$ cat config.mk
export PLATFORM = sky130hd
export DESIGN_NAME = regfile_write_arbiter
export DESIGN_NICKNAME = d
export VERILOG_FILES = /design/src/rtl/regfile_write_arbiter.sv
export SDC_FILE = /design/constraint.sdc
export NUM_CORES = 1
export LEC_CHECK = 0
export BUFFER_PORTS_ARGS = -buffer_cell sky130_fd_sc_hd__buf_2
export CAP_MARGIN = 15
export CORE_MARGIN = 5
export CORE_UTILIZATION = 45
export CTS_BUF_LIST = sky130_fd_sc_hd__clkbuf_2 sky130_fd_sc_hd__clkbuf_4 sky130_fd_sc_hd__clkbuf_8
export CTS_CLUSTER_DIAMETER = 30
export DETAILED_ROUTE_END_ITERATION = 10
export PLACE_DENSITY = 0.77
export SLEW_MARGIN = 20
export SYNTH_ARGS = -nofsm -noshare
export SYNTH_HDL_FRONTEND = slang
export SYNTH_SLANG_ARGS = --single-unit
$ cat constraint.sdc
create_clock -name clk -period 2.4 [get_ports clk]
set_clock_uncertainty 0.2 [all_clocks]
set_input_delay 0.48 -clock clk [delete_from_list [all_inputs] [get_ports clk]]
set_output_delay 0.48 -clock clk [all_outputs]
set_load 0.02 [all_outputs]
$ cat src/rtl/regfile_write_arbiter.sv
// Register-file write-port arbiter.
// Shares the single write port of the general register file between two
// writeback sources (A: ALU result, B: load return) using round-robin
// arbitration with valid/ready handshakes. Also keeps a per-register
// pending-write scoreboard and a saturating contention counter.
//
// Ports:
//   clk, rst                         clock (rising edge), async active-low reset
//   a_valid/a_ready/a_dest/a_data    requester A handshake and payload
//   b_valid/b_ready/b_dest/b_data    requester B handshake and payload
//   wb_hold                          blocks all grants while high
//   reg_write_en/_dest/_data         registered write port to the register file
//   sb_set_en/sb_set_dest            issue stage marks a register pending
//   sb_busy                          pending-write bit per register
//   contention_cnt                   saturating count of stalled-request cycles
module regfile_write_arbiter #(
  parameter int unsigned DATA_W = 16,
  parameter int unsigned ADDR_W = 3,
  parameter int unsigned NREG   = 8,
  parameter int unsigned CNT_W  = 8
) (
  input  logic              clk,
  input  logic              rst,
  input  logic              a_valid,
  output logic              a_ready,
  input  logic [ADDR_W-1:0] a_dest,
  input  logic [DATA_W-1:0] a_data,
  input  logic              b_valid,
  output logic              b_ready,
  input  logic [ADDR_W-1:0] b_dest,
  input  logic [DATA_W-1:0] b_data,
  input  logic              wb_hold,
  output logic              reg_write_en,
  output logic [ADDR_W-1:0] reg_write_dest,
  output logic [DATA_W-1:0] reg_write_data,
  input  logic              sb_set_en,
  input  logic [ADDR_W-1:0] sb_set_dest,
  output logic [NREG-1:0]   sb_busy,
  output logic [CNT_W-1:0]  contention_cnt
);

  localparam logic [CNT_W-1:0] CNT_MAX = {CNT_W{1'b1}};

  typedef enum logic {
    GRANT_A = 1'b0,
    GRANT_B = 1'b1
  } grant_e;

  grant_e            last_grant;
  grant_e            last_grant_next;
  logic              a_xfer;
  logic              b_xfer;
  logic              contend;
  logic [NREG-1:0]   sb_next;

  // Grant decision: hold blocks everything, a lone requester wins, a tie
  // goes to whoever did not win the previous tie.
  always_comb begin
    a_ready = 1'b0;
    b_ready = 1'b0;
    if (!wb_hold) begin
      if (a_valid && b_valid) begin
        if (last_grant == GRANT_B) a_ready = 1'b1;
        else                       b_ready = 1'b1;
      end else begin
        a_ready = a_valid;
        b_ready = b_valid;
      end
    end
  end

  assign a_xfer  = a_valid && a_ready;
  assign b_xfer  = b_valid && b_ready;
  assign contend = (a_valid && !a_ready) || (b_valid && !b_ready);

  // Round-robin pointer only moves when both requesters competed.
  always_comb begin
    last_grant_next = last_grant;
    if (a_valid && b_valid) begin
      if (a_xfer)      last_grant_next = GRANT_A;
      else if (b_xfer) last_grant_next = GRANT_B;
    end
  end

  // Scoreboard update: clear on the register-file capture edge, then set,
  // so a newer producer marked on the same edge stays outstanding.
  always_comb begin
    sb_next = sb_busy;
    if (reg_write_en) sb_next[reg_write_dest] = 1'b0;
    if (sb_set_en)    sb_next[sb_set_dest]    = 1'b1;
  end

  // Arbitration pointer.
  always_ff @(posedge clk or negedge rst) begin
    if (!rst) last_grant <= GRANT_B;
    else      last_grant <= last_grant_next;
  end

  // Registered write port; dest/data hold when no transfer happens.
  always_ff @(posedge clk or negedge rst) begin
    if (!rst) begin
      reg_write_en   <= 1'b0;
      reg_write_dest <= '0;
      reg_write_data <= '0;
    end else begin
      reg_write_en <= a_xfer || b_xfer;
      if (a_xfer) begin
        reg_write_dest <= a_dest;
        reg_write_data <= a_data;
      end else if (b_xfer) begin
        reg_write_dest <= b_dest;
        reg_write_data <= b_data;
      end
    end
  end

  // Pending-write scoreboard.
  always_ff @(posedge clk or negedge rst) begin
    if (!rst) sb_busy <= '0;
    else      sb_busy <= sb_next;
  end

  // Saturating contention counter.
  always_ff @(posedge clk or negedge rst) begin
    if (!rst) begin
      contention_cnt <= '0;
    end else if (contend && (contention_cnt != CNT_MAX)) begin
      contention_cnt <= contention_cnt + CNT_W'(1);
    end
  end

endmodule
# Word level (Yosys, flattened, before mapping)
# Index checks and enable logic that the tools add are counted.
[word_totals]
register_bits = 37
in_bits = 47
out_inout_bits = 38
wordCells = 47
[classes]
add_sub_neg = 1
n_lt_le_gt_ge = 4
eq_ne = 1
mux = 18
bitwise = 3
reduce_logical = 14
[ops]
columns = ["cell", "n"]
rows = [
  ["2-to-1 mux 16 bit", 2],
  ["2-to-1 mux 8 bit", 2],
  ["2-to-1 mux 1 bit", 10],
  ["adder 8 x 1 -> 8 bit, second input constant", 1],
  ["bitwise AND 8 bit", 1],
  ["logical AND 1 bit", 8],
  ["less-than comparator 3 x 4 -> 1 bit, second input constant", 2],
  ["!= test 8 bit, second input constant", 1],
  ["inverter 8 bit", 1],
  ["bitwise OR 8 bit", 1],
  ["demux 1 bit (select 3 bit)", 2],
  ["greater-or-equal comparator 3 x 1 -> 1 bit, second input constant", 2],
  ["2-to-1 mux 3 bit", 2],
  ["zero test 1 bit", 2],
  ["logical OR 1 bit", 2],
  ["AND reduction 2 bit", 1],
  ["nonzero test 2 bit", 1],
]

# Longest topological paths before layout
# Gate-level depths: netlist (run 1).
[logic_depth]
ltp_word = 9
ltp_mapped = 5
mapped_depth_nobuf = 4

# Worst setup path before layout (run 1)
# OpenSTA, ideal clock, no wires.
[synth_path]
kind = "in2out"
from = "input wb_hold"
to = "output a_ready"
t_arrival_ns = 1.259
required_time_ns = 1.720
path_slack_ns = 0.461
stages = 4
n_path_buf = 2
path_cell_list = "nand2b_2 buf_6 buf_2 nor2_1"
[synth_via]
elab_chain_cells = 1
[synth_lines]
columns = ["item", "line_no", "text"]
rows = [
  ["start, declared", "32", "input logic wb_hold,"],
  ["2-to-1 mux 1 bit", "61", "if (!wb_hold) begin"],
  ["end, declared", "25", "output logic a_ready,"],
]
# Every way passes these cells.

# Worst setup path after layout (run 1)
# Same ends and word-level chain as after synthesis.

==> summary.md, run 1 <==
| Metric | Value |
|---|---|
| Commonest non-fill, non-tap cell in the layout | `buf_2` |
| RSZ-0062 raised after global routing | `no` |
| Most frequent cells in the layout | `buf_2, dfrtp_1, o21ai_1` |
| Crit path max-delay family | `simple AND/OR/NAND/NOR gates` |
| Peak supply drop | `302 uV` |
| GR Overflow Total | `0` |
| CP max FO | `24` |
| Routed vias | `1657` |
| Initial Utilization | `between 40 and 50%` |
| WL per Instance | `13.5 um` |
| Hold_buf cts | `0` |
| Netlist Area Pre-Place | `between 1500 and 2000 um^2` |
| Nets | `319` |
| Post-synthesis sequential area ratio | `49.6%` |
| Worst-path clk slew | `about 70 ps` |
| XOR/XNOR Fraction of Synth Area | `less than 1%` |
| Post-Synth Simple-Gate Area | `21.5%` |
| WP data arrival | `1310 ps` |
| First-pass GRT wire length | `about 7200 um` |
| Largest family of logic cells by synthesized area | `simple AND/OR/NAND/NOR gates` |
| CP startpoint kind | `input port` |
| Bufs and invs on worst path | `2` |
| Critical Path Most Common Cell | `buf_2` |
| Die H | `74.4 um` |
| Final hold vios | `0` |
| CTS Sinks | `37` |
| Synth unique cells | `32` |
| # rows | `23` |
| Vias in the first global route | `around 1600` |
| Post-DP HPWL | `3320 um` |
| Total wire length | `4330 um` |
| Flops & latches, synth | `37` |
| Post-CTS setup buffers | `0` |
| Post-Synthesis Mean Instance Area | `9.99 um^2` |
| Clock Root Buffer | `clkbuf_8` |
| Antenna violations before repair | `0` |
| Final Slew Violations | `0` |
| CTS tree | `done` |
| Crit Path Class | `in2out` |
| Setup violators final | `0` |
| Worst-Skew Late Latency | `280 ps` |
| PwrDens | `907 nW/um^2` |
| Clock Path Buffers | `2` |
| Slowest CP cell | `nand2b_2` |
| F_max | `0.503 GHz` |
| TritonRoute pass-1 iters | `4` |
| Synthesized Nets | `235` |
| Largest net degree at the start of global routing | `38` |
| Worst Path Required | `approximately 1700 ps` |
| Leakage Power | `1.08 nW` |
| CTS H-tree depth | `2` |
| Crit-path cells | `buf_2 > nand2b_2 > nor2_1 > buf_2` |
| Cells after synthesis | `187` |
| Multiplexer share of the synthesized area | `under 10%` |
| Run status | `completed` |
| Adder-Cell Fraction of Synth Area | `approximately 1.4%` |
| IO buf count | `84` |
| Slew of the pin with the lowest slew margin | `815 ps` |
| Detailed-route DRC error count | `0` |
| Final Critical Period | `1990 ps` |
| DRT iter0 DRCs | `89` |
| Area added between synthesis and finish | `28.3%` |
| Fraction of layout cells with a size suffix above 1 | `between 30% and 40%` |
| Design Power | `2.17 mW` |
| CORE AREA | `4000 um^2` |
| Cts repair resizes | `0` |
| YS warnings | `0` |
| Rel. slew slack | `a little under half` |
| Final period utilization | `82.8%` |
| Setup TNS | `0 ps` |
| Max cap viols | `0` |
| CP peak stage delay | `350 ps` |
| GP Congestion | `0.735` |
| Antenna diode count | `0` |
| GR Util All Layers | `16.8%` |
| Detail Route Antenna Nets | `0` |
| IO Count | `85` |
| CTS buffer count | `5` |
| CP Capture Type | `output port` |
| Synth Area in Compound Gates | `19.8%` |
| Vias/cell | `5.18` |
| Die ar. | `5540 um^2` |
| Die X | `74.4 um` |
| Worst min path class | `in2async` |
[sequential cells by signal, indices dropped and copies added (netlist names)]
name	flops
sb_busy	8
contention_cnt	8
reg_write_en	1
last_grant	1
reg_write_data	16
reg_write_dest	3
[per-layer routing]
metal / vias to the layer above / wire (um) / global-route usage (%)
met5: - / 0 / 0
li1: 857 / - / -
met4: 0 / 22 / 3.56
met1: 734 / 1970 / 22.1
met3: 2 / 404 / 6.35
met2: 64 / 1940 / 26.5
[worst paths after layout]
path,startpoint,endpoint,slack (ps),depth (start not counted)
max in group asynchronous,rst,reg_write_data[10],1400,1
min,rst,sb_busy[5],90,1
max,wb_hold,a_ready,410,4
min reg2reg,sb_busy[2],sb_busy[2],300,2
max reg2reg,contention_cnt[0],contention_cnt[1],520,4
min in group clk,sb_set_dest[2],sb_busy[0],250,2
[Yosys cell counts]
library cell	instances	share of area (%)
maj3_4	1	0.74
and3_1	1	0.34
nor2b_4	1	0.74
a31oi_1	21	7.0
a41oi_1	1	0.47
buf_2	5	1.3
dfstp_2	1	1.4
mux2i_1	1	0.54
nand2b_2	1	0.47
nand3_1	1	0.27
ha_1	1	0.67
nor2_1	21	4.2
nor2b_1	1	0.34
nand2b_1	8	2.7
o21ai_1	30	8.0
or3b_1	19	8.9
a21oi_1	2	0.54
xnor2_1	2	0.94
clkbuf_1	5	1.0
o21ba_2	1	0.54
buf_6	2	1.2
mux2_1	4	2.4
and4_1	1	0.47
o21ai_0	2	0.54
o21ai_2	1	0.47
nand2_1	5	1.0
nand4_1	5	1.7
o31ai_1	4	1.6
o2111a_1	1	0.60
nand3b_1	1	0.40
dfrtp_1	36	48
inv_1	1	0.20
[cell type report]
class	instances	area (um^2)
flip-flops and latches	37	927
clock inverters	1	5.00
fillers	379	1600
repair buffers	89	458
clock buffers	5	68.8
multi-input cells	137	871
well taps	50	62.6
inverters	1	3.75
[power breakdown]
part | total (mW) | leakage [nW] | switching [mW] | internal, mW
clock | 0.390 | 0.0399 | 0.199 | 0.191
combinational | 0.825 | 0.624 | 0.505 | 0.320
sequential | 0.959 | 0.419 | 0.160 | 0.799
total | 2.17 | 1.08 | 0.864 | 1.31
[kinds of logic after synthesis]
| kind of cell | Yosys count |
|---|---|
| and+or+nand+nor | 65 |
| AOI/OAI and AO/OA | 63 |
| DFF | 37 |
| buffers and inverters | 13 |
| muxes | 5 |
| xor gates and xnor gates | 2 |
| adders and majority gates | 2 |
[stage by stage]
step	worst slack [ps]	utilization, %	hold slack, ps	area, um^2	cells
floorplan	461	-	-15.6	1870	187
global placement	400	58.1	284	2320	314
CTS	400	59.9	122	2400	320
finish	414	59.9	95.0	2400	320
detailed placement	343	58.1	286	2320	314
global route	363	59.9	173	2400	320
Power figures use the tool's default switching activity.
==> run 2, diff against run 1 <==
--- a/config.mk
+++ b/config.mk
@@ -5,6 +5,7 @@
 export SDC_FILE = /design/constraint.sdc
 export NUM_CORES = 1
 export LEC_CHECK = 0
+export ABC_AREA = 1
 export BUFFER_PORTS_ARGS = -buffer_cell sky130_fd_sc_hd__buf_2
 export CAP_MARGIN = 15
 export CORE_MARGIN = 5
@@ -12,7 +13,7 @@
 export CTS_BUF_LIST = sky130_fd_sc_hd__clkbuf_2 sky130_fd_sc_hd__clkbuf_4 sky130_fd_sc_hd__clkbuf_8
 export CTS_CLUSTER_DIAMETER = 30
 export DETAILED_ROUTE_END_ITERATION = 10
-export PLACE_DENSITY = 0.77
+export PLACE_DENSITY = 0.78
 export SLEW_MARGIN = 20
 export SYNTH_ARGS = -nofsm -noshare
 export SYNTH_HDL_FRONTEND = slang
==> constraint.sdc (replaced) <==
create_clock -name clk -period 1.9 [get_ports clk]
set_clock_uncertainty 0.2 [all_clocks]
set_input_delay 0.38 -clock clk [delete_from_list [all_inputs] [get_ports clk]]
set_output_delay 0.38 -clock clk [all_outputs]
set_load 0.02 [all_outputs]
==> summary.md, run 2 <==
| Metric | Value |
|---|---|
| DRT iter0 DRCs | `120` |
| Vias in the first global route | `1698` |
| Largest net degree at the start of global routing | `26` |
| Flops & latches, synth | `37` |
| Number of synthesized flops with an enable pin | `0` |
| Register area | `slightly above 900 um^2` |
| Initial Utilization | `46.1%` |
| IO Count | `85` |
| Met1 Usage GRT | `between 20 and 25%` |
| Vias/cell | `a little under 5` |
| Synthesized Nets | `271` |
| Bufs and invs on worst path | `3` |
| GP Congestion | `0.768` |
| Final period utilization | `about 95%` |
| YS warnings | `0` |
| First-pass GRT wire length | `7600 um` |
| Setup violators final | `0` |
| Slew of the pin with the lowest slew margin | `478 ps` |
| Nets | `between 300 and 400` |
| Max FFs per register | `16` |
| CORE AREA | `around 4000 um^2` |
| Ys flop type | `dfrtp_1` |
| Die X | `approximately 74 um` |
| Switching share of power | `38.0%` |
| Fraction of layout cells with a size suffix above 1 | `35.1%` |
| Top cells by area, synth | `dfrtp_1, nand2_1, a31oi_1` |
| TritonRoute pass-1 iters | `4` |
| Detail Route Antenna Nets | `0` |
| Clock network fraction of design power | `between 20% and 30%` |
| CTS Sinks | `37` |
| Crit-path cells | `inv_1 > nand2_1 > nand2_2 > inv_4 > buf_4` |
| Final hold vios | `0` |
| F_max | `approximately 0.55 GHz` |
| Hold_ws | `136 ps` |
| Footprint of the multi-input gates | `778 um^2` |
| Netlist Area Pre-Place | `between 1500 and 2000 um^2` |
| # rows | `23` |
| Switching power total | `0.928 mW` |
| Internal power | `1.51 mW` |
| Final Critical Period | `1810 ps` |
| Worst-path clk slew | `70 ps` |
| CP peak stage delay | `550 ps` |
| GR Util All Layers | `18.2%` |
| Die ar. | `5440 um^2` |
| Post-DP HPWL | `3530 um` |
| PwrDens | `1020 nW/um^2` |
| Share of the synthesized area in the top cell type | `49.2%` |
| Synth unique cells | `23` |
| Biggest regs | `reg_write_data (16), contention_cnt (8), sb_busy (8)` |
| WL per Instance | `12.3 um` |
| Die H | `73.8 um` |
| Clock Root Buffer | `clkbuf_8` |
| Largest family of logic cells by synthesized area | `simple AND/OR/NAND/NOR gates` |
| Detailed-route DRC error count | `0` |
| CP Capture Type | `output port` |
| Worst-Skew Late Latency | `~290 ps` |
| CTS H-tree depth | `2` |
| CP max FO | `6` |
| Rel. slew slack | `68.2%` |
| CTS buffer count | `5` |
| CP startpoint kind | `register` |
| IO buf count | `84` |
| Post-Synth Simple-Gate Area | `27.6%` |
| Post-CTS setup buffers | `0` |
| Placed Area | `2290 um^2` |
| Post-synthesis sequential area ratio | `approximately half` |
| Commonest non-fill, non-tap cell in the layout | `buf_2` |
| Synth Area in Compound Gates | `roughly an eighth` |
| Cells after synthesis | `approximately 220` |
| Most frequent cells in the layout | `buf_2, nand2_1, dfrtp_1` |
| Crit Path Class | `reg2out` |
| Met3 usage | `5.75%` |
| Cell area after layout | `approximately 2400 um^2` |
| Setup TNS | `0 ps` |
| Leakage Power | `1.25 nW` |
| Crit path max-delay family | `flip-flops` |
| Commonest cells post-synth | `nand2_1, dfrtp_1, nor2_1, a31oi_1, o21ai_0` |
| Count leader, synth | `nand2_1` |
| Biggest register | `reg_write_data` |
| Combinational group share of total power | `33.4%` |
| Worst Path Required | `about 1300 ps` |
| Fill cells | `362` |
| Ys async rst share | `100%` |
| Reg power frac | `44.8%` |
| Clock Path Buffers | `2` |
| GR peak layer | `met2` |
| RSZ-0062 raised after global routing | `no` |
| Adder-Cell Fraction of Synth Area | `about 1.3%` |
| Placed cell count | `354` |
| CTS tree | `done` |
| Slowest CP cell | `dfstp_2` |
| GR Overflow Total | `0` |
| Run status | `completed` |
| Total wire length | `around 4500 um` |
| Antenna diode count | `0` |
| Final Slew Violations | `0` |
| Routed vias | `1743` |
| Antenna violations before repair | `0` |
| Worst min path class | `in2reg` |
| Area added between synthesis and finish | `31.0%` |
| Met2 Usage GRT | `30.3%` |
| Max cap viols | `0` |
| Finished Layout Cells | `363` |
| XOR/XNOR Fraction of Synth Area | `1.44%` |
| Multiplexer share of the synthesized area | `0%` |
| Post-Synthesis Mean Instance Area | `about 8 um^2` |
| Dominant cell type by area after synthesis | `dfrtp_1` |
| WP data arrival | `1230 ps` |
| Peak supply drop | `~540 uV` |
-- run 2: routing by layer --
layer	up-vias	wire (um)
met2	51	2280
li1	905	-
met1	783	1870
met3	4	305
met4	0	27
met5	-	0
-- run 2: cell families (layout without fill, tap and decap cells) --
kind of cell,count (synthesis),count (layout)
adder cells (fa/ha/maj),2,2
buffers and inverters,23,113
XOR/XNOR,3,3
AO/OA/AOI/OAI,39,39
AND/OR/NAND/NOR,119,119
flip-flops,37,37
-- run 2: worst paths after layout --
kind                                    from            endpoint  slack [ps]  depth (start not counted)
min reg2reg                       sb_busy[2]          sb_busy[2]         300                          2
max                               last_grant             a_ready          90                          5
min in group asynchronous                rst   contention_cnt[5]         380                          2
max in group asynchronous                rst  reg_write_data[11]         660                          3
min                                a_data[1]   reg_write_data[1]         140                          3
max reg2reg                contention_cnt[0]   contention_cnt[7]         310                          7
-- run 2: area by class of cell --
| cell class | count | area share (%) |
|---|---|---|
| well taps | 50 | 2.61 |
| clock buffers | 5 | 2.87 |
| inverters | 15 | 2.45 |
| multi-input cells | 163 | 32.5 |
| clock inverters | 3 | 0.731 |
| flip-flops and latches | 37 | 38.7 |
| repair buffers | 90 | 20.2 |
-- run 2: stage by stage --
step                      worst slack [ps]  util, %  total power, mW
after floorplan                        302        -             1.61
after global placement                 343     57.8             1.91
after detailed placement               319     57.8             1.94
after CTS                             33.3     60.2             2.48
after global routing                  13.7     60.3             2.62
final                                 87.0     60.3             2.44
-- run 2: worst reg2reg max path: stages, from the launching register on --
cell and delay (ps):
dfrtp_1 410, ha_1 240, nand2_2 80, nor2_4 130, nand4_4 170, nand2_4 170, nand2_1 70, nand2_1 60
-- run 2: power by group through the flow --
stage / Clock [mW] / Combinational [mW] / Sequential (mW)
2_1_floorplan: 0 / 0.309 / 1.30
3_3_place_gp: 0 / 0.807 / 1.10
3_5_place_dp: 0 / 0.826 / 1.11
4_1_cts: 0.557 / 0.828 / 1.10
5_1_grt: 0.587 / 0.911 / 1.12
6_report: 0.532 / 0.816 / 1.09
-- run 2: what timing repair did --
action,CTS,global route
hold endpoints to repair,19,0
hold buffers,1,0
setup endpoints to repair,0,1
resized for setup,0,2
==> run 3, diff against run 2 <==
==> constraint.sdc (replaced) <==
create_clock -name clk -period 1.9 [get_ports clk]
set_clock_uncertainty 0.2 [all_clocks]
set_input_delay 0.38 -clock clk [delete_from_list [all_inputs] [get_ports clk]]
set_output_delay 0.38 -clock clk [all_outputs]
set_load 0.05 [all_outputs]
==> summary.md, run 3 (synthesized netlist as in run 2, its figures left out) <==
| Metric | Value |
|---|---|
| Total wire length | `between 4000 and 5000 um` |
| Leakage Power | `1.26 nW` |
| First-pass GRT wire length | `7490 um` |
| TritonRoute pass-1 iters | `4` |
| GR Util All Layers | `17.7%` |
| Peak supply drop | `501 uV` |
| Setup TNS | `0 ps` |
| Worst min path class | `in2reg` |
| Max FFs per register | `16` |
| Cell area after layout | `between 2000 and 2500 um^2` |
| IO buf count | `84` |
| Area added between synthesis and finish | `31.2%` |
| Bufs and invs on worst path | `3` |
| Final Critical Period | `1830 ps` |
| Crit Path Class | `reg2out` |
| Vias in the first global route | `1731` |
| Footprint of the multi-input gates | `778 um^2` |
| Vias/cell | `4.82` |
| CP Capture Type | `output port` |
| CORE AREA | `~4000 um^2` |
| CP startpoint kind | `register` |
| Slowest CP cell | `dfstp_2` |
| CTS Sinks | `37` |
| Placed cell count | `355` |
| Clock Path Buffers | `2` |
| Routed vias | `1756` |
| Rel. slew slack | `82.6%` |
| Initial Utilization | `46.1%` |
| CTS H-tree depth | `2` |
| Register area | `roughly 900 um^2` |
| Post-CTS setup buffers | `0` |
| Placed Area | `2290 um^2` |
| Worst Path Required | `around 1300 ps` |
| Detail Route Antenna Nets | `0` |
| Antenna diode count | `0` |
| Pre-CTS setup slack | `279 ps` |
| Post-DP HPWL | `3430 um` |
| CP max FO | `3` |
| Run status | `completed` |
| Die H | `73.8 um` |
| WP data arrival | `about 1300 ps` |
| Final setup margin | `67.6 ps` |
| Slew of the pin with the lowest slew margin | `262 ps` |
| Crit path max-delay family | `flip-flops` |
| Biggest regs | `reg_write_data (16), contention_cnt (8), sb_busy (8)` |
| Crit-path cells | `inv_1 > nand2_1 > nand2_2 > inv_2 > clkbuf_4` |
| Nets | `361` |
| Final period utilization | `96.4%` |
| PwrDens | `between 1000 and 1500 nW/um^2` |
| Die X | `73.8 um` |
| GP Congestion | `0.758` |
| Fraction of layout cells with a size suffix above 1 | `35.4%` |
| F_max | `about 0.55 GHz` |
| DRT iter0 DRCs | `between 100 and 150` |
| Fill cells | `367` |
| IO Count | `85` |
| Worst-Skew Late Latency | `around 270 ps` |
| GR Overflow Total | `0` |
| Most frequent cells in the layout | `buf_2, nand2_1, dfrtp_1` |
| RSZ-0062 raised after global routing | `no` |
| Final hold vios | `0` |
| WL per Instance | `11.9 um` |
| Worst-path clk slew | `70 ps` |
| Max cap viols | `0` |
| Commonest non-fill, non-tap cell in the layout | `buf_2` |
| Util after Layout | `60.4%` |
| CTS buffer count | `5` |
| Detailed-route DRC error count | `0` |
| Largest net degree at the start of global routing | `26` |
| CP peak stage delay | `roughly 540 ps` |
| Setup violators final | `0` |
| Final Slew Violations | `0` |
| Finished Layout Cells | `roughly 360` |
| Antenna violations before repair | `0` |
| # rows | `23` |
| Biggest register | `reg_write_data` |
| Clock Root Buffer | `clkbuf_8` |
| CTS tree | `done` |
| Die ar. | `5440 um^2` |
run 3: metrics by stage:
| stage | power, mW | hold WS (ps) |
|---|---|---|
| after floorplan | 2.00 | -116 |
| after global routing | 3.06 | 142 |
| final | 2.88 | 151 |
| after global placement | 2.30 | 58.1 |
| after CTS | 2.91 | 141 |
| after detailed placement | 2.33 | 58.6 |
run 3: final timing paths:
check,from,end,slack (ps),depth (start not counted)
worst max-delay path,last_grant,a_ready,70,5
worst min-delay path,a_data[13],reg_write_data[13],150,3
worst max register to register,contention_cnt[0],contention_cnt[0],310,7
worst min register to register,sb_busy[1],sb_busy[1],310,2
max in group asynchronous,rst,reg_write_data[11],740,3
min in group asynchronous,rst,contention_cnt[6],300,2
run 3: timing repair:
action	4_1_cts	5_1_grt
hold buffers	1	0
hold endpoints to repair	8	0
resized for setup	0	1
endpoints found under the setup margin	0	1
run 3: final cells by class:
cell class	count	area share (%)
multi-input combinational	163	32.4
inverter	15	2.35
timing repair buffer	91	19.9
clock buffer	8	4.07
sequential	37	38.6
tap	50	2.61
run 3: worst register-to-register path, delay by kind of cell, from the launching register on:
kind                       cells  cell delay, ps
and+or+nand+nor                6             670
DFF                            1             420
adders and majority gates      1             250
run 3: routing by layer:
layer | share of wire [%] | routed length [um] | global-route usage (%) | vias up
li1 | - | - | - | 908
met1 | 42 | 1830 | 22.4 | 791
met2 | 51 | 2190 | 29.4 | 55
met3 | 6.9 | 298 | 4.92 | 2
met4 | 0.30 | 13 | 5.03 | 0
met5 | 0 | 0 | 0 | -
run 3: power by group:
group          total (mW)  switching (mW)  internal (mW)
registers            1.09           0.132          0.961
logic                1.21           0.913          0.300
clock network       0.570           0.246          0.324
